### config.mk
export PLATFORM = sky130hd
export DESIGN_NAME = keypad_entry
export DESIGN_NICKNAME = d
export VERILOG_FILES = /design/src/rtl/keypad_entry_pkg.sv /design/src/rtl/keypad_entry_key_scan.sv /design/src/rtl/keypad_entry.sv
export SDC_FILE = /design/constraint.sdc
export NUM_CORES = 1
export LEC_CHECK = 0
export BUFFER_PORTS_ARGS = -buffer_cell sky130_fd_sc_hd__buf_2
export CAP_MARGIN = 20
export CORE_MARGIN = 4
export CORE_UTILIZATION = 35
export DETAILED_ROUTE_END_ITERATION = 10
export PLACE_DENSITY = 0.61
export REMOVE_ABC_BUFFERS = 1
export SETUP_SLACK_MARGIN = 0.2
export SLEW_MARGIN = 20
export SYNTH_ARGS = -nofsm -noshare
export SYNTH_HDL_FRONTEND = slang
export SYNTH_SLANG_ARGS = --single-unit
### constraint.sdc
create_clock -name sys_clk -period 5.68 [get_ports sys_clk]
set_input_delay 1.136 -clock sys_clk [delete_from_list [all_inputs] [get_ports sys_clk]]
set_output_delay 1.136 -clock sys_clk [all_outputs]
set_load 0.01 [all_outputs]
### src/rtl/keypad_entry_pkg.sv
// Shared definitions for the front-panel keypad: key codes, scan FSM states
// and the BCD-to-binary helper used on ENTER.
package keypad_entry_pkg;

  localparam logic [3:0] KEY_SIGN = 4'd10;
  localparam logic [3:0] KEY_CLR  = 4'd11;
  localparam logic [3:0] KEY_BS   = 4'd12;
  localparam logic [3:0] KEY_ENT  = 4'd13;

  localparam logic [2:0] MAX_DIGITS = 3'd4;

  typedef enum logic [1:0] {
    SCAN,
    DEBOUNCE,
    HELD
  } scan_state_t;

  // Four BCD digits, [15:12] most significant; result never exceeds 9999.
  function automatic logic [13:0] bcd_to_bin(input logic [15:0] bcd);
    return 14'(bcd[15:12]) * 14'd1000 + 14'(bcd[11:8]) * 14'd100 +
           14'(bcd[7:4]) * 14'd10 + 14'(bcd[3:0]);
  endfunction

endpackage

### src/rtl/keypad_entry_key_scan.sv
// 4x4 active-low matrix scanner: row synchronizer, column rotation and a
// press/release debounce FSM producing one key_stb per physical press.
module key_scan
  import keypad_entry_pkg::*;
#(
  parameter int unsigned SCAN_BITS = 16,
  parameter int unsigned DEB_W     = 20,
  parameter int unsigned DEB_MAX   = 1000000
) (
  input  logic       sys_clk,
  input  logic       sys_rst_n,
  input  logic [3:0] key_row,
  output logic [3:0] key_col,
  output logic       key_stb,
  output logic [3:0] key_code
);

  localparam logic [DEB_W-1:0] DEB_LAST = DEB_W'(DEB_MAX - 1);

  scan_state_t          state, state_next;
  logic [3:0]           row_meta, row_sync;
  logic [SCAN_BITS-1:0] scan_cnt;
  logic [DEB_W-1:0]     deb_cnt;
  logic [1:0]           col_idx, row_lat, low_idx;
  logic                 any_low;

  always_comb begin
    any_low = ~&row_sync;
    low_idx = 2'd3;
    if (!row_sync[2]) low_idx = 2'd2;
    if (!row_sync[1]) low_idx = 2'd1;
    if (!row_sync[0]) low_idx = 2'd0;
  end

  always_ff @(posedge sys_clk or negedge sys_rst_n) begin
    if (!sys_rst_n) state <= SCAN;
    else            state <= state_next;
  end

  always_comb begin
    state_next = state;
    unique case (state)
      SCAN:     if (any_low) state_next = DEBOUNCE;
      DEBOUNCE: begin
        if (row_sync[row_lat])       state_next = SCAN;
        else if (deb_cnt == DEB_LAST) state_next = HELD;
      end
      HELD:     if (!any_low && deb_cnt == DEB_LAST) state_next = SCAN;
      default:  state_next = SCAN;
    endcase
  end

  always_comb begin
    key_stb  = (state == DEBOUNCE) && !row_sync[row_lat] && (deb_cnt == DEB_LAST);
    key_code = {row_lat, col_idx};
    key_col  = ~(4'b0001 << col_idx);
  end

  // Column index stays frozen outside SCAN, so it doubles as the latched column.
  always_ff @(posedge sys_clk or negedge sys_rst_n) begin
    if (!sys_rst_n) begin
      row_meta <= '1;
      row_sync <= '1;
      scan_cnt <= '0;
      col_idx  <= '0;
      row_lat  <= '0;
      deb_cnt  <= '0;
    end else begin
      row_meta <= key_row;
      row_sync <= row_meta;
      if (state == SCAN) begin
        if (any_low) begin
          row_lat <= low_idx;
        end else begin
          scan_cnt <= scan_cnt + 1'b1;
          if (&scan_cnt) col_idx <= col_idx + 1'b1;
        end
      end
      if (state != state_next || state == SCAN) deb_cnt <= '0;
      else if (state == HELD && any_low)        deb_cnt <= '0;
      else                                      deb_cnt <= deb_cnt + 1'b1;
    end
  end

endmodule

### src/rtl/keypad_entry.sv
// Keypad entry front end: scans keys, accumulates a signed 4-digit BCD entry
// and converts it to a 32-bit two's-complement value on ENTER.
module keypad_entry
  import keypad_entry_pkg::*;
#(
  parameter int unsigned SCAN_BITS = 16,
  parameter int unsigned DEB_W     = 20,
  parameter int unsigned DEB_MAX   = 1000000
) (
  input  logic        sys_clk,
  input  logic        sys_rst_n,
  input  logic [3:0]  key_row,
  output logic [3:0]  key_col,
  output logic [31:0] data_out,
  output logic        data_valid,
  output logic [15:0] entry_bcd,
  output logic        entry_neg,
  output logic [2:0]  digit_cnt
);

  logic        key_stb;
  logic [3:0]  key_code;
  logic [31:0] mag32;

  key_scan #(
    .SCAN_BITS (SCAN_BITS),
    .DEB_W     (DEB_W),
    .DEB_MAX   (DEB_MAX)
  ) u_scan (
    .sys_clk   (sys_clk),
    .sys_rst_n (sys_rst_n),
    .key_row   (key_row),
    .key_col   (key_col),
    .key_stb   (key_stb),
    .key_code  (key_code)
  );

  always_comb mag32 = {18'd0, bcd_to_bin(entry_bcd)};

  always_ff @(posedge sys_clk or negedge sys_rst_n) begin
    if (!sys_rst_n) begin
      data_out   <= '0;
      data_valid <= 1'b0;
      entry_bcd  <= '0;
      entry_neg  <= 1'b0;
      digit_cnt  <= '0;
    end else begin
      data_valid <= 1'b0;
      if (key_stb) begin
        if (key_code <= 4'd9) begin
          if (digit_cnt < MAX_DIGITS) begin
            entry_bcd <= {entry_bcd[11:0], key_code};
            digit_cnt <= digit_cnt + 1'b1;
          end
        end else begin
          case (key_code)
            KEY_SIGN: entry_neg <= ~entry_neg;
            KEY_CLR: begin
              entry_bcd <= '0;
              entry_neg <= 1'b0;
              digit_cnt <= '0;
            end
            KEY_BS: begin
              if (digit_cnt != 3'd0) begin
                entry_bcd <= entry_bcd >> 4;
                digit_cnt <= digit_cnt - 1'b1;
              end
            end
            KEY_ENT: begin
              data_out   <= entry_neg ? -mag32 : mag32;
              data_valid <= 1'b1;
              entry_bcd  <= '0;
              entry_neg  <= 1'b0;
              digit_cnt  <= '0;
            end
            default: ;
          endcase
        end
      end
    end
  end

endmodule

Yosys cells after proc, flatten, opt, wreduce, memory -nomap -nowiden

Cells that the tools add are included.

Add/subtract/negate cells: 9
$mul: 3
$lt $le $gt $ge: 3
Equality and inequality tests: 10
Shift operators: 1
Mux-type cells: 25
Bitwise logic cells: 4
Reduce and logical (&&, ||, !) cells: 19

Operator list:

| kind                    | count |
|---|---|
| $mux W16                | 3 |
| $mux W20                | 2 |
| $mux W32                | 1 |
| $neg A14 Y32            | 1 |
| $pmux W16 S2            | 1 |
| $reduce_and A21 Y1      | 1 |
| $add A20 B1 Y20 const B | 1 |
| $eq A20 B20 Y1 const B  | 1 |
| $add A16 B1 Y16 const B | 1 |
| $eq A4 B4 Y1 const B    | 4 |
| $add A14 B11 Y14        | 1 |
| $add A14 B4 Y14         | 1 |
| $add A14 B8 Y14         | 1 |
| $mux W2                 | 6 |
| $mul A4 B7 Y11 const B  | 1 |
| $mul A4 B5 Y9 const B   | 1 |
| $mux W3                 | 3 |
| $reduce_and A4 Y1       | 2 |
| $mul A4 B3 Y7 const B   | 1 |
| $pmux W2 S3             | 1 |
| $pmux W3 S2             | 1 |
| $reduce_and A3 Y1       | 2 |
| $reduce_bool A3 Y1      | 2 |
| $mux W1                 | 5 |
| other kinds (24)        | 30 |

Register bits: 103
Bits of input ports: 6
Output and inout port bits: 57
Word-level logic and storage cells: 86

Longest topological paths before layout

Gate-level depths: netlist (run 1).

Word-level depth: 7
Gate-level depth with buffers: 22
Gate-level depth less buffers: 22

By module

From an unflattened synthesis (run 1), not the netlist that was laid out.

Cell total of the unflattened synthesis: 643
Area total of the unflattened synthesis: 6,301.0 µm²

Modules (own cells, without submodules):

| module       | instances | cells each | area each (µm²) | sequential area each (µm²) |
|---|---|---|---|---|
| keypad_entry | 1         | 427        | 3,990.1         | 1,201.2 |
| key_scan     | 1         | 216        | 2,311.0         | 1,261.2 |

Worst setup path after synthesis (run 1)

OpenSTA, ideal clock, no wires.

Kind: register to register
From: reg entry_bcd[14]
To: reg data_out[13]
Library setup time: 0.123 ns
Arrival: 5.101 ns
Data required time: 5.557 ns
Path slack: 0.456 ns
Cell stages (with the launch flop): 21
Path buffers: 0
Period minus slack after synthesis: 5.224 ns
Path through: dfrtp_1 fa_1 inv_1 fa_1 inv_1 ha_1 a21o_1 a21oi_1 xnor2_1 ha_1 ha_1 ha_1 nand3_1 or3_1 o221a_2 nand3_1 xor2_1 inv_1 ha_1 mux2i_1 o21ai_1

Longest elaborated chain between the ends: 6

Ends and longest elaborated chain:

| element                | line                   | text |
|---|---|---|
| start, declared        | keypad_entry.sv:16     | `output logic [15:0] entry_bcd,` |
| start signal, assigned | keypad_entry.sv:52     | `entry_bcd <= {entry_bcd[11:0], key_code};` |
| start signal, assigned | keypad_entry.sv:65     | `entry_bcd <= entry_bcd >> 4;` |
| $mul A4 B7 Y11 (*)     | keypad_entry_pkg.sv:20 | `return 14'(bcd[15:12]) * 14'd1000 + 14'(bcd[11:8]) * 14'd100 +` |
| $add A14 B11 Y14 (*)   | keypad_entry_pkg.sv:20 |  |
| $add A14 B8 Y14 (*)    | keypad_entry_pkg.sv:20 |  |
| $add A14 B4 Y14 (*)    | keypad_entry_pkg.sv:21 | `14'(bcd[7:4]) * 14'd10 + 14'(bcd[3:0]);` |
| $neg A14 Y32           | keypad_entry.sv:70     | `data_out <= entry_neg ? -mag32 : mag32;` |
| $mux W32 (*)           | keypad_entry.sv:70     |  |
| end signal, assigned   | keypad_entry.sv:70     |  |
| end, declared          | keypad_entry.sv:14     | `output logic [31:0] data_out,` |

Mark *: on every way between the ends. The rest lies on a longest branch, timed or not.
A chain may end at the register's enable or synchronous reset.

Final worst setup path (run 1)

From: reg entry_bcd[13]
To: reg data_out[26]

Longest elaborated chain between the ends: 6

Ends and longest elaborated chain:

| element          | line |
|---|---|
| $mul A4 B7 Y11   | keypad_entry_pkg.sv:20 |
| $add A14 B11 Y14 | keypad_entry_pkg.sv:20 |
| $add A14 B8 Y14  | keypad_entry_pkg.sv:20 |
| $add A14 B4 Y14  | keypad_entry_pkg.sv:21 |
| $neg A14 Y32     | keypad_entry.sv:70 |
| $mux W32         | keypad_entry.sv:70 |

Every way passes these cells.

==> impl_results.html, run 1 <==
<table>
<tr><th>Metric</th><th>Value</th></tr>
<tr><th colspan="2">Outcome</th></tr>
<tr><td>Result of the run</td><td>finished, final reports clean</td></tr>
<tr><th colspan="2">Placement</th></tr>
<tr><td>HPWL after detailed placement</td><td>around 9.6 mm</td></tr>
<tr><td>Total placed cells including tap cells</td><td>919</td></tr>
<tr><td>Pre-CTS setup slack</td><td>roughly 0.41 ns</td></tr>
<tr><td>IO Port Bufs</td><td>a little over 60</td></tr>
<tr><td>Gpl congestion</td><td>roughly 0.77</td></tr>
<tr><th colspan="2">Critical path</th></tr>
<tr><td>Crit path capture type</td><td>flip-flop</td></tr>
<tr><td>Kind of critical path</td><td>flip-flop to flip-flop</td></tr>
<tr><td>Critical path's largest stage delay</td><td>around 0.54 ns</td></tr>
<tr><td>Number of buffer and inverter stages on the critical path</td><td>3</td></tr>
<tr><td>Maximum fanout count along the critical path</td><td>8</td></tr>
<tr><td>Crit path DAT</td><td>between 5 and 6 ns</td></tr>
<tr><td>Critical path's slowest cell</td><td>sky130_fd_sc_hd__fa_1</td></tr>
<tr><td>Cells along the critical path</td><td>buf_4, ha_1, fa_1, inv_1, fa_1, fa_1, inv_1, ha_1, ha_1, nand3_1, o211a_1, xor2_2, o2111ai_1, or4_4, nor3_4, nor2_1</td></tr>
<tr><td>Type of origin of the critical path</td><td>flip-flop</td></tr>
<tr><td>Top cell family by delay on the critical path</td><td>adder cells</td></tr>
<tr><td>Required time of the critical path</td><td>slightly below 6 ns</td></tr>
<tr><th colspan="2">Detailed routing</th></tr>
<tr><td>Total number of vias</td><td>4529</td></tr>
<tr><td>Number of violations reported at the end of detailed-routing iteration 0</td><td>about 230</td></tr>
<tr><td>WL per Instance</td><td>13.91 um</td></tr>
<tr><td>First-pass DRT Iterations</td><td>4</td></tr>
<tr><td>DRC</td><td>0</td></tr>
<tr><td>Number of nets with antenna violations after routing</td><td>0</td></tr>
<tr><td>Routed WL</td><td>between 10 and 15 mm</td></tr>
<tr><td>Vias per inst</td><td>4.844</td></tr>
<tr><th colspan="2">Clocking</th></tr>
<tr><td>TritonCTS sink count</td><td>98</td></tr>
<tr><td>Worst-skew pair later-pin latency</td><td>~0.35 ns</td></tr>
<tr><td>Clock-pin slew on the worst setup and hold paths</td><td>~0.070 ns</td></tr>
<tr><td>Total of hold buffers inserted after clock tree synthesis</td><td>0</td></tr>
<tr><td>CTS Buf Count</td><td>9</td></tr>
<tr><td>H-tree lvl count</td><td>3</td></tr>
<tr><td>Clock tree from TritonCTS</td><td>yes</td></tr>
<tr><td>Max clock buf depth</td><td>2</td></tr>
<tr><td>Clock root buffer</td><td>sky130_fd_sc_hd__clkbuf_16</td></tr>
<tr><th colspan="2">Final layout</th></tr>
<tr><td>Register area</td><td>2464 um2</td></tr>
<tr><td>Layout area overhead</td><td>13.59%</td></tr>
<tr><td>Most common library cell in the layout ignoring fill and taps</td><td>sky130_fd_sc_hd__dfrtp_1</td></tr>
<tr><td>Area of combinational cells with multiple inputs</td><td>roughly 3600 um2</td></tr>
<tr><td>Commonest cells after routing, fill and taps aside</td><td>sky130_fd_sc_hd__dfrtp_1 (89), sky130_fd_sc_hd__nand2_1 (74), sky130_fd_sc_hd__ha_1 (61), sky130_fd_sc_hd__buf_2 (61), sky130_fd_sc_hd__inv_1 (52)</td></tr>
<tr><td>Filler cell count in the final layout</td><td>between 1500 and 2000</td></tr>
<tr><td>Ant diodes</td><td>0</td></tr>
<tr><td>Finished Layout Cells</td><td>approximately 940</td></tr>
<tr><td>Final #Nets</td><td>791</td></tr>
<tr><td>Share of final-layout standard cells stronger than drive strength 1</td><td>16.20%</td></tr>
<tr><th colspan="2">Pwr</th></tr>
<tr><td>Leakage component of the power</td><td>3.685 nW</td></tr>
<tr><td>Pint</td><td>between 1 and 1.5 mW</td></tr>
<tr><td>Power share of the combinational group</td><td>between 9 and 10%</td></tr>
<tr><td>Pwr Total</td><td>between 1.5 and 2 mW</td></tr>
<tr><td>Peak supply drop</td><td>~0.17 mV</td></tr>
<tr><td>Clock group share of total power</td><td>between 40% and 50%</td></tr>
<tr><td>Portion of total power attributed to sequential cells</td><td>48.9%</td></tr>
<tr><td>Net switching power figure</td><td>~430 uW</td></tr>
<tr><td>Switch share</td><td>roughly 27%</td></tr>
<tr><td>Cell Pwr Density</td><td>between 200 and 250 nW/um2</td></tr>
<tr><th colspan="2">STA</th></tr>
<tr><td>Final Slew Violations</td><td>0</td></tr>
<tr><td>Minimum period implied by the final worst setup slack</td><td>slightly above 5 ns</td></tr>
<tr><td>Total negative setup slack</td><td>0 ns</td></tr>
<tr><td>RSZ-0062 raised after global routing</td><td>yes</td></tr>
<tr><td>Worst-case clock skew</td><td>0.009374 ns</td></tr>
<tr><td>Final setup violation count</td><td>0</td></tr>
<tr><td>Fmax</td><td>between 0.15 and 0.2 GHz</td></tr>
<tr><td>Slew at the pin closest to its max-slew limit</td><td>approximately 1.0 ns</td></tr>
<tr><td>Hold Slack</td><td>around 0.36 ns</td></tr>
<tr><td>Worst Slack Setup Final</td><td>just over 0.5 ns</td></tr>
<tr><td>Part of the cycle the worst path needs</td><td>90.94%</td></tr>
<tr><td>Number of failing hold endpoints at the final stage</td><td>0</td></tr>
<tr><td>Headroom to the max-slew limit</td><td>32.20%</td></tr>
<tr><th colspan="2">Die</th></tr>
<tr><td>Top Ports</td><td>63</td></tr>
<tr><td>Area enclosed by the die boundary</td><td>20260 um2</td></tr>
<tr><td>Placeable core region</td><td>approximately 17000 um2</td></tr>
<tr><td>Die outline width</td><td>between 100 and 150 um</td></tr>
<tr><td>Placement Rows</td><td>48</td></tr>
<tr><td>Die outline height</td><td>roughly 140 um</td></tr>
<tr><td>Effective utilization at floorplan</td><td>between 30% and 40%</td></tr>
<tr><th colspan="2">Global route</th></tr>
<tr><td>Pin count of the biggest net entering global routing</td><td>68</td></tr>
<tr><td>Total gr overflow</td><td>0</td></tr>
<tr><td>Via count of the first global-routing pass</td><td>between 4000 and 5000</td></tr>
<tr><td>All-Layer GR Usage</td><td>between 10% and 20%</td></tr>
<tr><td>Number of antenna violations at the first check in global routing</td><td>0</td></tr>
<tr><td>Wire length of the first global-routing pass</td><td>~22 mm</td></tr>
<tr><th colspan="2">Synth</th></tr>
<tr><td>Async set-or-reset flop fraction in the synthesized netlist</td><td>100.0%</td></tr>
<tr><td>Register bit count reported by yosys</td><td>between 90 and 100</td></tr>
<tr><td>Yosys warnings</td><td>0</td></tr>
<tr><td>Area contributors post-synth</td><td>sky130_fd_sc_hd__dfrtp_1 (36%), sky130_fd_sc_hd__ha_1 (12%), sky130_fd_sc_hd__fa_1 (5.4%)</td></tr>
<tr><td>Synth unique cells</td><td>just over 60</td></tr>
<tr><td>Post-synthesis sequential area ratio</td><td>38.98%</td></tr>
<tr><td>Top FF cell, synth</td><td>sky130_fd_sc_hd__dfrtp_1</td></tr>
<tr><td>Number of standard cells after synthesis</td><td>roughly 650</td></tr>
<tr><td>Top cell type by total area after synthesis</td><td>sky130_fd_sc_hd__dfrtp_1</td></tr>
<tr><td>Fraction of post-synthesis cell area in the top cell type by area</td><td>a little over a third</td></tr>
<tr><td>Post-synthesis average cell area</td><td>just under 10 um2</td></tr>
<tr><td>Area of the mapped netlist</td><td>6317 um2</td></tr>
<tr><td>Number of enable-type register cells in the synthesized netlist</td><td>0</td></tr>
<tr><th colspan="2">Min path</th></tr>
<tr><td>Worst min-delay path category</td><td>flip-flop to flip-flop</td></tr>
<tr><th colspan="2">Job</th></tr>
<tr><td>Max-Cap Viols</td><td>0</td></tr>
</table>
per-stage QoR:
step                      area (um2)  utilization [%]
after global routing            7176            41.06
after CTS                       7154            40.94
after global placement          6838            39.13
after floorplan                 6206                -
after detailed placement        6838            39.13
final                           7176            41.06
sequential cells by signal (all words and copies together) (netlist names):
signal           count
data_out            27
digit_cnt            3
u_scan.row_lat       2
u_scan.scan_cnt     16
u_scan.deb_cnt      20
entry_bcd           16
u_scan.row_sync      4
u_scan.row_meta      4
entry_neg            1
u_scan.col_idx       2
data_valid           1
u_scan.state         2
cell usage after synthesis (3+ instances only):
cell type	number
sky130_fd_sc_hd__nand2_1	74
sky130_fd_sc_hd__or3_1	7
sky130_fd_sc_hd__nand3_1	20
sky130_fd_sc_hd__buf_2	8
sky130_fd_sc_hd__o21ai_0	41
sky130_fd_sc_hd__o31ai_1	6
sky130_fd_sc_hd__inv_1	52
sky130_fd_sc_hd__a22oi_1	11
sky130_fd_sc_hd__dfrtp_1	90
sky130_fd_sc_hd__clkbuf_1	9
sky130_fd_sc_hd__and2_1	10
sky130_fd_sc_hd__buf_4	5
sky130_fd_sc_hd__fa_1	17
sky130_fd_sc_hd__a21oi_1	25
sky130_fd_sc_hd__o21ai_1	8
sky130_fd_sc_hd__dfstp_2	8
sky130_fd_sc_hd__and3_1	15
sky130_fd_sc_hd__mux2i_1	5
sky130_fd_sc_hd__nor3_1	3
sky130_fd_sc_hd__a21o_1	9
sky130_fd_sc_hd__nand2b_1	4
sky130_fd_sc_hd__mux2_2	4
sky130_fd_sc_hd__nor2b_1	3
sky130_fd_sc_hd__nor2_1	47
sky130_fd_sc_hd__nand4_1	7
sky130_fd_sc_hd__xnor2_1	28
sky130_fd_sc_hd__ha_1	63
sky130_fd_sc_hd__xor2_1	30
kinds of logic (layout without fill, tap and decap cells):
family          after synthesis  count (layout)  share of synthesized area, %
simple gates                209             209                         16.74
fa+ha+maj                    80              80                         17.87
compound gates              120             120                         11.84
buf+inv                      74             135                         4.853
xor+xnor                     58              58                         8.041
mux                          10              10                         1.683
flops                        98              98                         38.98
power by group through the flow:
stage                     Combinational, mW  Clock, mW  Sequential (mW)
after detailed placement              0.146          0            0.776
after floorplan                      0.0982          0            0.768
after CTS                             0.146      0.680            0.763
after global placement                0.145          0            0.776
after global routing                  0.166      0.708            0.769
final                                 0.143      0.655            0.763
worst reg2reg max path: cells and delay by family, from the launching register on:
family	cells	cell delay, ns
DFF	1	0.40
and+or+nand+nor	4	0.96
AOI/OAI and AO/OA	2	0.58
xor gates and xnor gates	1	0.24
buffers and inverters	3	0.28
adders and majority gates	6	2.60
worst paths after layout:
path                                                    from                            to  slack (ns)  depth (start not counted)
worst min register to register  u_scan.row_meta[0]$_DFF_PN1_  u_scan.row_sync[0]$_DFF_PN1_        0.36                          0
worst max register to register     entry_bcd[13]$_DFFE_PN0P_      data_out[26]$_DFFE_PN0P_        0.51                         16
max in group asynchronous                          sys_rst_n  u_scan.row_meta[3]$_DFF_PN1_        3.84                          2
min in group asynchronous                          sys_rst_n  u_scan.deb_cnt[10]$_DFF_PN0_        0.88                          1
worst min-delay path            u_scan.row_meta[0]$_DFF_PN1_  u_scan.row_sync[0]$_DFF_PN1_        0.36                          0
worst max-delay path               entry_bcd[13]$_DFFE_PN0P_      data_out[26]$_DFFE_PN0P_        0.51                         16
layer usage:
| metal | vias to the layer above | track usage [%] | wire length (um) |
|---|---|---|---|
| li1 | 2313 | - | - |
| met1 | 2136 | 18.98 | 6326 |
| met2 | 62 | 21.84 | 6057 |
| met3 | 18 | 2.755 | 413 |
| met4 | 0 | 4.252 | 208 |
| met5 | - | 0 | 0 |
repair_timing:
| action | in CTS | in global routing |
|---|---|---|
| gates resized for setup | 0 | 5 |
| endpoints found under the setup margin | 0 | 13 |
| buffers inserted | 0 | 0 |
area by class of cell:
cell class	instances	area share (%)
multi-input cells	477	49.73
inverters	52	2.720
clock inverters	6	1.081
well taps	225	3.923
repair buffers	67	4.882
clock buffers	10	3.330
flip-flops and latches	98	34.33
No activity file was read; power rests on OpenSTA's default activity.
==> inputs of run 2 (changes only) <==
- PLACE_DENSITY: 0.61 -> not set
==> run 2 against run 1 <==
  * First-iteration DRC count increased by 2.2%
  * Worst hold slack worse by 0.0012 ns
  * Critical path type unchanged
  * Core utilization increased by 0.065 points
  * Sequential share of layout area down 0.071 points
  * Sequential cell count did not move
  * Total power is 3.2% lower
  * Count of clock-buffer cells in the layout up 1
  * Critical endpoint is now data_out[13]$_DFFE_PN0P_
  * Non-clock buffer count is 4 higher
  * Maximum frequency grew 0.17%
  * Final cell count is 0.43% higher
==> impl_results.html, run 2 (synthesized netlist as in run 1, its figures left out) <==
<table>
<tr><th>Metric</th><th>Value</th></tr>
<tr><th colspan="2">Outcome</th></tr>
<tr><td>Result of the run</td><td>finished, final reports clean</td></tr>
<tr><th colspan="2">Critical path</th></tr>
<tr><td>Type of origin of the critical path</td><td>flip-flop</td></tr>
<tr><td>Maximum fanout count along the critical path</td><td>7</td></tr>
<tr><td>Kind of critical path</td><td>flip-flop to flip-flop</td></tr>
<tr><td>FF-to-FF End</td><td>data_out[13]$_DFFE_PN0P_</td></tr>
<tr><td>Critical Path Sink</td><td>data_out[13]$_DFFE_PN0P_</td></tr>
<tr><td>Worst R2R Start</td><td>entry_bcd[13]$_DFFE_PN0P_</td></tr>
<tr><td>Crit path DAT</td><td>5.38 ns</td></tr>
<tr><td>Crit path capture type</td><td>flip-flop</td></tr>
<tr><td>Setup slack of the most critical reg-to-reg path</td><td>about 0.52 ns</td></tr>
<tr><td>Worst r2r path cells</td><td>20</td></tr>
<tr><td>Required time of the critical path</td><td>5.90 ns</td></tr>
<tr><td>Critical path origin</td><td>entry_bcd[13]$_DFFE_PN0P_</td></tr>
<tr><th colspan="2">STA</th></tr>
<tr><td>Slew at the pin closest to its max-slew limit</td><td>~1.0 ns</td></tr>
<tr><td>Total negative setup slack</td><td>0 ns</td></tr>
<tr><td>Final Slew Violations</td><td>0</td></tr>
<tr><td>Worst Slack Setup Final</td><td>roughly 0.52 ns</td></tr>
<tr><td>Minimum period implied by the final worst setup slack</td><td>roughly 5.2 ns</td></tr>
<tr><td>RSZ-0062 raised after global routing</td><td>yes</td></tr>
<tr><td>Number of failing hold endpoints at the final stage</td><td>0</td></tr>
<tr><td>Worst-case clock skew</td><td>approximately 0.008 ns</td></tr>
<tr><td>Final setup violation count</td><td>0</td></tr>
<tr><td>Headroom to the max-slew limit</td><td>32.69%</td></tr>
<tr><td>Part of the cycle the worst path needs</td><td>between 90 and 100%</td></tr>
<tr><td>Fmax</td><td>around 0.19 GHz</td></tr>
<tr><th colspan="2">Die</th></tr>
<tr><td>Area enclosed by the die boundary</td><td>slightly above 20000 um2</td></tr>
<tr><td>Placement Rows</td><td>48</td></tr>
<tr><td>Top Ports</td><td>63</td></tr>
<tr><td>Placeable core region</td><td>roughly 17000 um2</td></tr>
<tr><td>Die outline width</td><td>142.4 um</td></tr>
<tr><td>Die outline height</td><td>142.4 um</td></tr>
<tr><td>Effective utilization at floorplan</td><td>about 36%</td></tr>
<tr><th colspan="2">Pwr</th></tr>
<tr><td>Cell Pwr Density</td><td>210.3 nW/um2</td></tr>
<tr><td>Leakage component of the power</td><td>~3.7 nW</td></tr>
<tr><td>Peak supply drop</td><td>approximately 0.14 mV</td></tr>
<tr><th colspan="2">Final layout</th></tr>
<tr><td>Share of final-layout standard cells stronger than drive strength 1</td><td>~17%</td></tr>
<tr><td>Final #Nets</td><td>between 700 and 800</td></tr>
<tr><td>Commonest cells after routing, fill and taps aside</td><td>sky130_fd_sc_hd__dfrtp_1 (90), sky130_fd_sc_hd__nand2_1 (74), sky130_fd_sc_hd__ha_1 (62)</td></tr>
<tr><td>Layout area overhead</td><td>13.77%</td></tr>
<tr><td>Register area</td><td>2462 um2</td></tr>
<tr><td>Area of combinational cells with multiple inputs</td><td>~3600 um2</td></tr>
<tr><td>Flip-flop count of the largest register after layout</td><td>27</td></tr>
<tr><td>Filler cell count in the final layout</td><td>approximately 1700</td></tr>
<tr><td>Most common library cell in the layout ignoring fill and taps</td><td>sky130_fd_sc_hd__dfrtp_1</td></tr>
<tr><td>Finished Layout Cells</td><td>about 940</td></tr>
<tr><td>Largest registers</td><td>data_out x27, u_scan.deb_cnt x20</td></tr>
<tr><td>Register with the most flip-flops</td><td>data_out</td></tr>
<tr><td>Ant diodes</td><td>0</td></tr>
<tr><th colspan="2">Detailed routing</th></tr>
<tr><td>WL per Instance</td><td>roughly 14 um</td></tr>
<tr><td>First-pass DRT Iterations</td><td>4</td></tr>
<tr><td>DRC</td><td>0</td></tr>
<tr><td>Routed WL</td><td>13.10 mm</td></tr>
<tr><td>Number of violations reported at the end of detailed-routing iteration 0</td><td>about 230</td></tr>
<tr><td>Vias per inst</td><td>4.875</td></tr>
<tr><td>Number of nets with antenna violations after routing</td><td>0</td></tr>
<tr><td>Total number of vias</td><td>around 4600</td></tr>
<tr><th colspan="2">Global route</th></tr>
<tr><td>Number of antenna violations at the first check in global routing</td><td>0</td></tr>
<tr><td>Via count of the first global-routing pass</td><td>around 4600</td></tr>
<tr><td>Pin count of the biggest net entering global routing</td><td>64</td></tr>
<tr><td>All-Layer GR Usage</td><td>13.86%</td></tr>
<tr><td>Total gr overflow</td><td>0</td></tr>
<tr><td>Wire length of the first global-routing pass</td><td>22.87 mm</td></tr>
<tr><th colspan="2">Job</th></tr>
<tr><td>Max-Cap Viols</td><td>0</td></tr>
<tr><th colspan="2">Placement</th></tr>
<tr><td>Total placed cells including tap cells</td><td>~920</td></tr>
<tr><td>IO Port Bufs</td><td>62</td></tr>
<tr><td>HPWL after detailed placement</td><td>slightly below 10 mm</td></tr>
<tr><td>Pre-CTS setup slack</td><td>between 0.3 and 0.4 ns</td></tr>
<tr><td>Gpl congestion</td><td>~0.82</td></tr>
<tr><th colspan="2">Clocking</th></tr>
<tr><td>Max clock buf depth</td><td>2</td></tr>
<tr><td>Clock root buffer</td><td>sky130_fd_sc_hd__clkbuf_16</td></tr>
<tr><td>Clock tree from TritonCTS</td><td>yes</td></tr>
<tr><td>Clock-pin slew on the worst setup and hold paths</td><td>about 0.070 ns</td></tr>
<tr><td>Total of hold buffers inserted after clock tree synthesis</td><td>0</td></tr>
<tr><td>Worst-skew pair later-pin latency</td><td>roughly 0.35 ns</td></tr>
<tr><td>TritonCTS sink count</td><td>98</td></tr>
<tr><td>CTS Buf Count</td><td>9</td></tr>
<tr><td>H-tree lvl count</td><td>3</td></tr>
<tr><th colspan="2">Min path</th></tr>
<tr><td>Worst min-delay path category</td><td>flip-flop to flip-flop</td></tr>
</table>
## run 2: cell count changes in the layout (fill, tap and decap cells not counted), sizes merged
| cell | delta |
|---|---|
| buf | +4 |
| bufinv | -1 |
| clkbuf | +1 |
| clkinv | +2 |
| clkinvlp | -1 |
| inv | -1 |
## run 2: worst min-delay path by stage
| stage | cells past startpoint | slack, ns | start | end |
|---|---|---|---|---|
| CTS | 0 | 0.36 | u_scan.row_meta[3]$_DFF_PN1_ | u_scan.row_sync[3]$_DFF_PN1_ |
| floorplan | 0 | 0.35 | u_scan.row_meta[0]$_DFF_PN1_ | u_scan.row_sync[0]$_DFF_PN1_ |
| detailed placement | 0 | 0.35 | u_scan.row_meta[3]$_DFF_PN1_ | u_scan.row_sync[3]$_DFF_PN1_ |
| finish | 0 | 0.36 | u_scan.row_meta[3]$_DFF_PN1_ | u_scan.row_sync[3]$_DFF_PN1_ |
| global placement | 0 | 0.35 | u_scan.row_meta[3]$_DFF_PN1_ | u_scan.row_sync[3]$_DFF_PN1_ |
| global route | 0 | 0.36 | u_scan.row_meta[2]$_DFF_PN1_ | u_scan.row_sync[2]$_DFF_PN1_ |
## run 2: cell type report
| cell class | count | share of cell area, % |
|---|---|---|
| inverters | 52 | 2.716 |
| clock buffers | 11 | 3.517 |
| flip-flops and latches | 98 | 34.26 |
| clock inverters | 5 | 0.5919 |
| repair buffers | 71 | 5.292 |
| well taps | 225 | 3.917 |
| multi-input cells | 477 | 49.70 |
## run 2: routing by layer
metal  share of wire (%)  GRT usage (%)
met1                  48          18.51
met2                  49          23.38
met3                 2.9          2.655
met4                0.66          3.302
met5                   0              0
## run 2: repair_timing
item                       CTS  global route
resized for setup            0             4
buffers inserted             0             2
setup endpoints to repair    0            14
## run 2: worst max-delay path: stages (launching register included)
cell and delay (ns):
sky130_fd_sc_hd__dfrtp_1 0.40, sky130_fd_sc_hd__fa_1 0.60, sky130_fd_sc_hd__inv_1 0.10, sky130_fd_sc_hd__fa_1 0.52
sky130_fd_sc_hd__inv_1 0.04, sky130_fd_sc_hd__ha_1 0.34, sky130_fd_sc_hd__nor2b_1 0.15, sky130_fd_sc_hd__nor2_1 0.12
sky130_fd_sc_hd__xnor2_1 0.15, sky130_fd_sc_hd__ha_1 0.26, sky130_fd_sc_hd__ha_1 0.29, sky130_fd_sc_hd__ha_1 0.41
sky130_fd_sc_hd__and3_1 0.21, sky130_fd_sc_hd__nand2_1 0.07, sky130_fd_sc_hd__a21oi_1 0.05, sky130_fd_sc_hd__or3_1 0.36
sky130_fd_sc_hd__a211o_1 0.38, sky130_fd_sc_hd__nor2_1 0.14, sky130_fd_sc_hd__ha_1 0.23, sky130_fd_sc_hd__mux2i_1 0.13
sky130_fd_sc_hd__o21ai_1 0.07
## run 2: per-stage QoR
stage                     utilization [%]  power, mW  area [um2]  hold slack [ns]
after global routing                41.12      1.589        7187           0.3628
final                               41.12      1.511        7187           0.3563
after global placement              39.21     0.9205        6853           0.3470
after floorplan                         -     0.8659        6206           0.3452
after detailed placement            39.21     0.9209        6853           0.3472
after CTS                           40.90      1.543        7148           0.3576
## run 2: power by group
group / switching [mW] / internal, mW
Combinational: 0.0964 / 0.0449
Sequential: 0.0348 / 0.728
Clock: 0.280 / 0.328
Total: 0.411 / 1.10
==> inputs of run 3 (changes only) <==
==> constraint.sdc (replaced) <==
create_clock -name sys_clk -period 5.68 [get_ports sys_clk]
set_input_delay 0.568 -clock sys_clk [delete_from_list [all_inputs] [get_ports sys_clk]]
set_output_delay 0.568 -clock sys_clk [all_outputs]
set_load 0.01 [all_outputs]
==> run 3 against run 2 <==
  * Total power is 1.9% higher
  * Largest power group unchanged
  * Sequential cell count stayed put
  * Critical path depth stayed put
  * Global-route usage is 0.065 points lower
  * Final cell count is 0.11% lower
  * First-iteration DRC count is 9.5% lower
  * Die area stayed put
  * Wire length is 0.41% lower
==> impl_results.html, run 3 (synthesized netlist as in run 1, its figures left out) <==
<table>
<tr><th>Metric</th><th>Value</th></tr>
<tr><th colspan="2">Detailed routing</th></tr>
<tr><td>WL per Instance</td><td>~14 um</td></tr>
<tr><td>First-pass DRT Iterations</td><td>4</td></tr>
<tr><td>Routed WL</td><td>around 13 mm</td></tr>
<tr><td>Number of nets with antenna violations after routing</td><td>0</td></tr>
<tr><td>Vias per inst</td><td>around 4.8</td></tr>
<tr><td>Total number of vias</td><td>between 4000 and 5000</td></tr>
<tr><td>DRC</td><td>0</td></tr>
<tr><td>Number of violations reported at the end of detailed-routing iteration 0</td><td>about 210</td></tr>
<tr><th colspan="2">Die</th></tr>
<tr><td>Placeable core region</td><td>17480 um2</td></tr>
<tr><td>Effective utilization at floorplan</td><td>36.15%</td></tr>
<tr><td>Placement Rows</td><td>48</td></tr>
<tr><td>Area enclosed by the die boundary</td><td>20260 um2</td></tr>
<tr><td>Top Ports</td><td>63</td></tr>
<tr><td>Die outline width</td><td>142.4 um</td></tr>
<tr><td>Die outline height</td><td>142.4 um</td></tr>
<tr><th colspan="2">Pwr</th></tr>
<tr><td>Pwr Total</td><td>1.540 mW</td></tr>
<tr><td>Leakage component of the power</td><td>roughly 3.7 nW</td></tr>
<tr><td>Clock group share of total power</td><td>about two fifths</td></tr>
<tr><td>Net switching power figure</td><td>between 400 and 500 uW</td></tr>
<tr><td>Power share of the combinational group</td><td>under 10%</td></tr>
<tr><td>Portion of total power attributed to sequential cells</td><td>roughly 50%</td></tr>
<tr><td>Cell Pwr Density</td><td>between 200 and 250 nW/um2</td></tr>
<tr><td>Switch share</td><td>between 20% and 30%</td></tr>
<tr><td>Pint</td><td>roughly 1.1 mW</td></tr>
<tr><td>Peak supply drop</td><td>between 0.15 and 0.2 mV</td></tr>
<tr><th colspan="2">Critical path</th></tr>
<tr><td>Type of origin of the critical path</td><td>flip-flop</td></tr>
<tr><td>Crit path DAT</td><td>about 5.5 ns</td></tr>
<tr><td>Most used cell along the critical path</td><td>sky130_fd_sc_hd__ha_1</td></tr>
<tr><td>Top cell family by delay on the critical path</td><td>adder cells</td></tr>
<tr><td>Worst r2r path cells</td><td>20</td></tr>
<tr><td>Maximum fanout count along the critical path</td><td>8</td></tr>
<tr><td>Critical path's slowest cell</td><td>sky130_fd_sc_hd__fa_1</td></tr>
<tr><td>Required time of the critical path</td><td>5.90 ns</td></tr>
<tr><td>FF-to-FF End</td><td>data_out[13]$_DFFE_PN0P_</td></tr>
<tr><td>Setup slack of the most critical reg-to-reg path</td><td>0.44 ns</td></tr>
<tr><td>Kind of critical path</td><td>flip-flop to flip-flop</td></tr>
<tr><td>Critical path origin</td><td>entry_bcd[13]$_DFFE_PN0P_</td></tr>
<tr><td>Number of buffer and inverter stages on the critical path</td><td>3</td></tr>
<tr><td>Worst R2R Start</td><td>entry_bcd[13]$_DFFE_PN0P_</td></tr>
<tr><td>Critical Path Sink</td><td>data_out[13]$_DFFE_PN0P_</td></tr>
<tr><td>Crit path capture type</td><td>flip-flop</td></tr>
<tr><td>Cells along the critical path</td><td>fa_1, inv_1, fa_1, inv_1, ha_1, a21o_1, a21oi_1, xnor2_1, ha_1, ha_1, ha_1, nand3_1, or3_1, o221a_2, nand3_1, xor2_2, inv_1, ha_1, mux2i_1, o21ai_1</td></tr>
<tr><td>Path length in cells of the critical path</td><td>20</td></tr>
<tr><td>Critical path's largest stage delay</td><td>roughly 0.6 ns</td></tr>
<tr><th colspan="2">Clocking</th></tr>
<tr><td>Max clock buf depth</td><td>2</td></tr>
<tr><td>CTS Buf Count</td><td>9</td></tr>
<tr><td>Clock root buffer</td><td>sky130_fd_sc_hd__clkbuf_16</td></tr>
<tr><td>Worst-skew pair later-pin latency</td><td>between 0.3 and 0.4 ns</td></tr>
<tr><td>H-tree lvl count</td><td>3</td></tr>
<tr><td>Clock tree from TritonCTS</td><td>yes</td></tr>
<tr><td>Clock-pin slew on the worst setup and hold paths</td><td>0.07 ns</td></tr>
<tr><td>TritonCTS sink count</td><td>98</td></tr>
<tr><th colspan="2">Global route</th></tr>
<tr><td>All-Layer GR Usage</td><td>13.79%</td></tr>
<tr><td>Total gr overflow</td><td>0</td></tr>
<tr><td>Pin count of the biggest net entering global routing</td><td>60</td></tr>
<tr><td>Wire length of the first global-routing pass</td><td>between 20 and 25 mm</td></tr>
<tr><td>Via count of the first global-routing pass</td><td>~4500</td></tr>
<tr><td>Number of antenna violations at the first check in global routing</td><td>0</td></tr>
<tr><th colspan="2">STA</th></tr>
<tr><td>Worst-case clock skew</td><td>between 0.01 and 0.015 ns</td></tr>
<tr><td>Hold Slack</td><td>roughly 0.19 ns</td></tr>
<tr><td>Final Slew Violations</td><td>0</td></tr>
<tr><td>Number of failing hold endpoints at the final stage</td><td>0</td></tr>
<tr><td>Minimum period implied by the final worst setup slack</td><td>around 5.2 ns</td></tr>
<tr><td>Part of the cycle the worst path needs</td><td>92.30%</td></tr>
<tr><td>Final setup violation count</td><td>0</td></tr>
<tr><td>Total negative setup slack</td><td>0 ns</td></tr>
<tr><td>RSZ-0062 raised after global routing</td><td>yes</td></tr>
<tr><td>Worst Slack Setup Final</td><td>approximately 0.44 ns</td></tr>
<tr><td>Slew at the pin closest to its max-slew limit</td><td>0.9787 ns</td></tr>
<tr><td>Headroom to the max-slew limit</td><td>roughly 35%</td></tr>
<tr><td>Fmax</td><td>0.1908 GHz</td></tr>
<tr><th colspan="2">Outcome</th></tr>
<tr><td>Result of the run</td><td>finished, final reports clean</td></tr>
<tr><th colspan="2">Final layout</th></tr>
<tr><td>Area of combinational cells with multiple inputs</td><td>3570 um2</td></tr>
<tr><td>Register area</td><td>about 2500 um2</td></tr>
<tr><td>Share of final-layout standard cells stronger than drive strength 1</td><td>16.13%</td></tr>
<tr><td>Ant diodes</td><td>0</td></tr>
<tr><td>Final #Nets</td><td>just under 800</td></tr>
<tr><td>Filler cell count in the final layout</td><td>about 1800</td></tr>
<tr><td>Finished Core Util</td><td>41.12%</td></tr>
<tr><td>Layout area overhead</td><td>13.75%</td></tr>
<tr><td>Register with the most flip-flops</td><td>data_out</td></tr>
<tr><td>Most common library cell in the layout ignoring fill and taps</td><td>sky130_fd_sc_hd__dfrtp_1</td></tr>
<tr><td>Commonest cells after routing, fill and taps aside</td><td>sky130_fd_sc_hd__dfrtp_1 (90), sky130_fd_sc_hd__nand2_1 (74), sky130_fd_sc_hd__ha_1 (63)</td></tr>
<tr><td>Largest registers</td><td>data_out x27, u_scan.deb_cnt x20</td></tr>
<tr><td>Flip-flop count of the largest register after layout</td><td>27</td></tr>
<tr><th colspan="2">Placement</th></tr>
<tr><td>IO Port Bufs</td><td>just over 60</td></tr>
<tr><td>HPWL after detailed placement</td><td>roughly 9.7 mm</td></tr>
<tr><td>Gpl congestion</td><td>0.8129</td></tr>
<tr><td>Pre-CTS setup slack</td><td>roughly 0.35 ns</td></tr>
<tr><th colspan="2">Min path</th></tr>
<tr><td>Worst min-delay path category</td><td>primary input to asynchronous set/reset pin</td></tr>
<tr><th colspan="2">Job</th></tr>
<tr><td>Max-Cap Viols</td><td>0</td></tr>
</table>
-- run 3: changes by cell type in the layout (fill, tap and decap cells not counted) --
| cell | previous run | this run |
|---|---|---|
| sky130_fd_sc_hd__clkbuf_8 | 2 | 0 |
| sky130_fd_sc_hd__buf_4 | 10 | 9 |
| sky130_fd_sc_hd__inv_8 | 1 | 2 |
| sky130_fd_sc_hd__clkbuf_1 | 0 | 1 |
| sky130_fd_sc_hd__bufinv_16 | 0 | 1 |
| sky130_fd_sc_hd__ha_1 | 62 | 63 |
| sky130_fd_sc_hd__ha_2 | 1 | 0 |
| sky130_fd_sc_hd__inv_6 | 2 | 1 |
-- run 3: how the worst min path moves through the flow --
stage               cells after the start  slack, ns                            to                    startpoint
finish                                  1       0.19  u_scan.deb_cnt[15]$_DFF_PN0_                     sys_rst_n
global route                            1       0.22  u_scan.deb_cnt[12]$_DFF_PN0_                     sys_rst_n
CTS                                     1       0.20  u_scan.deb_cnt[12]$_DFF_PN0_                     sys_rst_n
detailed placement                      0       0.35  u_scan.row_sync[2]$_DFF_PN1_  u_scan.row_meta[2]$_DFF_PN1_
global placement                        0       0.35  u_scan.row_sync[3]$_DFF_PN1_  u_scan.row_meta[3]$_DFF_PN1_
floorplan                               0       0.27       data_out[0]$_DFFE_PN0P_                     sys_rst_n
-- run 3: power groups by stage --
stage	registers, mW	clock network (mW)	logic, mW
2_1_floorplan	0.768	0	0.0982
3_3_place_gp	0.776	0	0.144
3_5_place_dp	0.776	0	0.145
4_1_cts	0.763	0.661	0.145
5_1_grt	0.769	0.683	0.172
6_report	0.762	0.635	0.143
-- run 3: cell type report --
type	instances	share of cell area (%)
clock inverter	6	1.045
multi-input combinational	477	49.68
sequential	98	34.27
tap	225	3.918
clock buffer	10	3.186
timing repair buffer	70	5.189
inverter	52	2.716
-- run 3: worst reg2reg max path: stages, from the launching register on --
cell and delay, ns:
sky130_fd_sc_hd__dfrtp_1 0.40, sky130_fd_sc_hd__fa_1 0.60, sky130_fd_sc_hd__inv_1 0.10, sky130_fd_sc_hd__fa_1 0.50, sky130_fd_sc_hd__inv_1 0.04, sky130_fd_sc_hd__ha_1 0.34, sky130_fd_sc_hd__a21o_1 0.17, sky130_fd_sc_hd__a21oi_1 0.21
sky130_fd_sc_hd__xnor2_1 0.16, sky130_fd_sc_hd__ha_1 0.25, sky130_fd_sc_hd__ha_1 0.29, sky130_fd_sc_hd__ha_1 0.40, sky130_fd_sc_hd__nand3_1 0.13, sky130_fd_sc_hd__or3_1 0.32, sky130_fd_sc_hd__o221a_2 0.23, sky130_fd_sc_hd__nand3_1 0.13
sky130_fd_sc_hd__xor2_2 0.25, sky130_fd_sc_hd__inv_1 0.07, sky130_fd_sc_hd__ha_1 0.29, sky130_fd_sc_hd__mux2i_1 0.14, sky130_fd_sc_hd__o21ai_1 0.08
-- run 3: timing repair --
item,CTS,global route
hold buffers,0,0
setup endpoints to repair,0,14
resized for setup,0,3
buffers inserted,0,1
endpoints found under the hold margin,0,0
-- run 3: metal layers --
metal / track usage [%] / up-vias / part of all wire [%]
met5: 0 / - / 0
li1: - / 2315 / -
met1: 18.43 / 2168 / 49
met4: 3.452 / 0 / 1.1
met2: 23.03 / 50 / 47
met3: 2.856 / 10 / 3.2
-- run 3: metrics by stage --
stage / instance area, um2 / std cells
6_report: 7186 / 938
5_1_grt: 7186 / 938
4_1_cts: 7157 / 937
3_5_place_dp: 6853 / 921
3_3_place_gp: 6853 / 921
2_1_floorplan: 6206 / 627
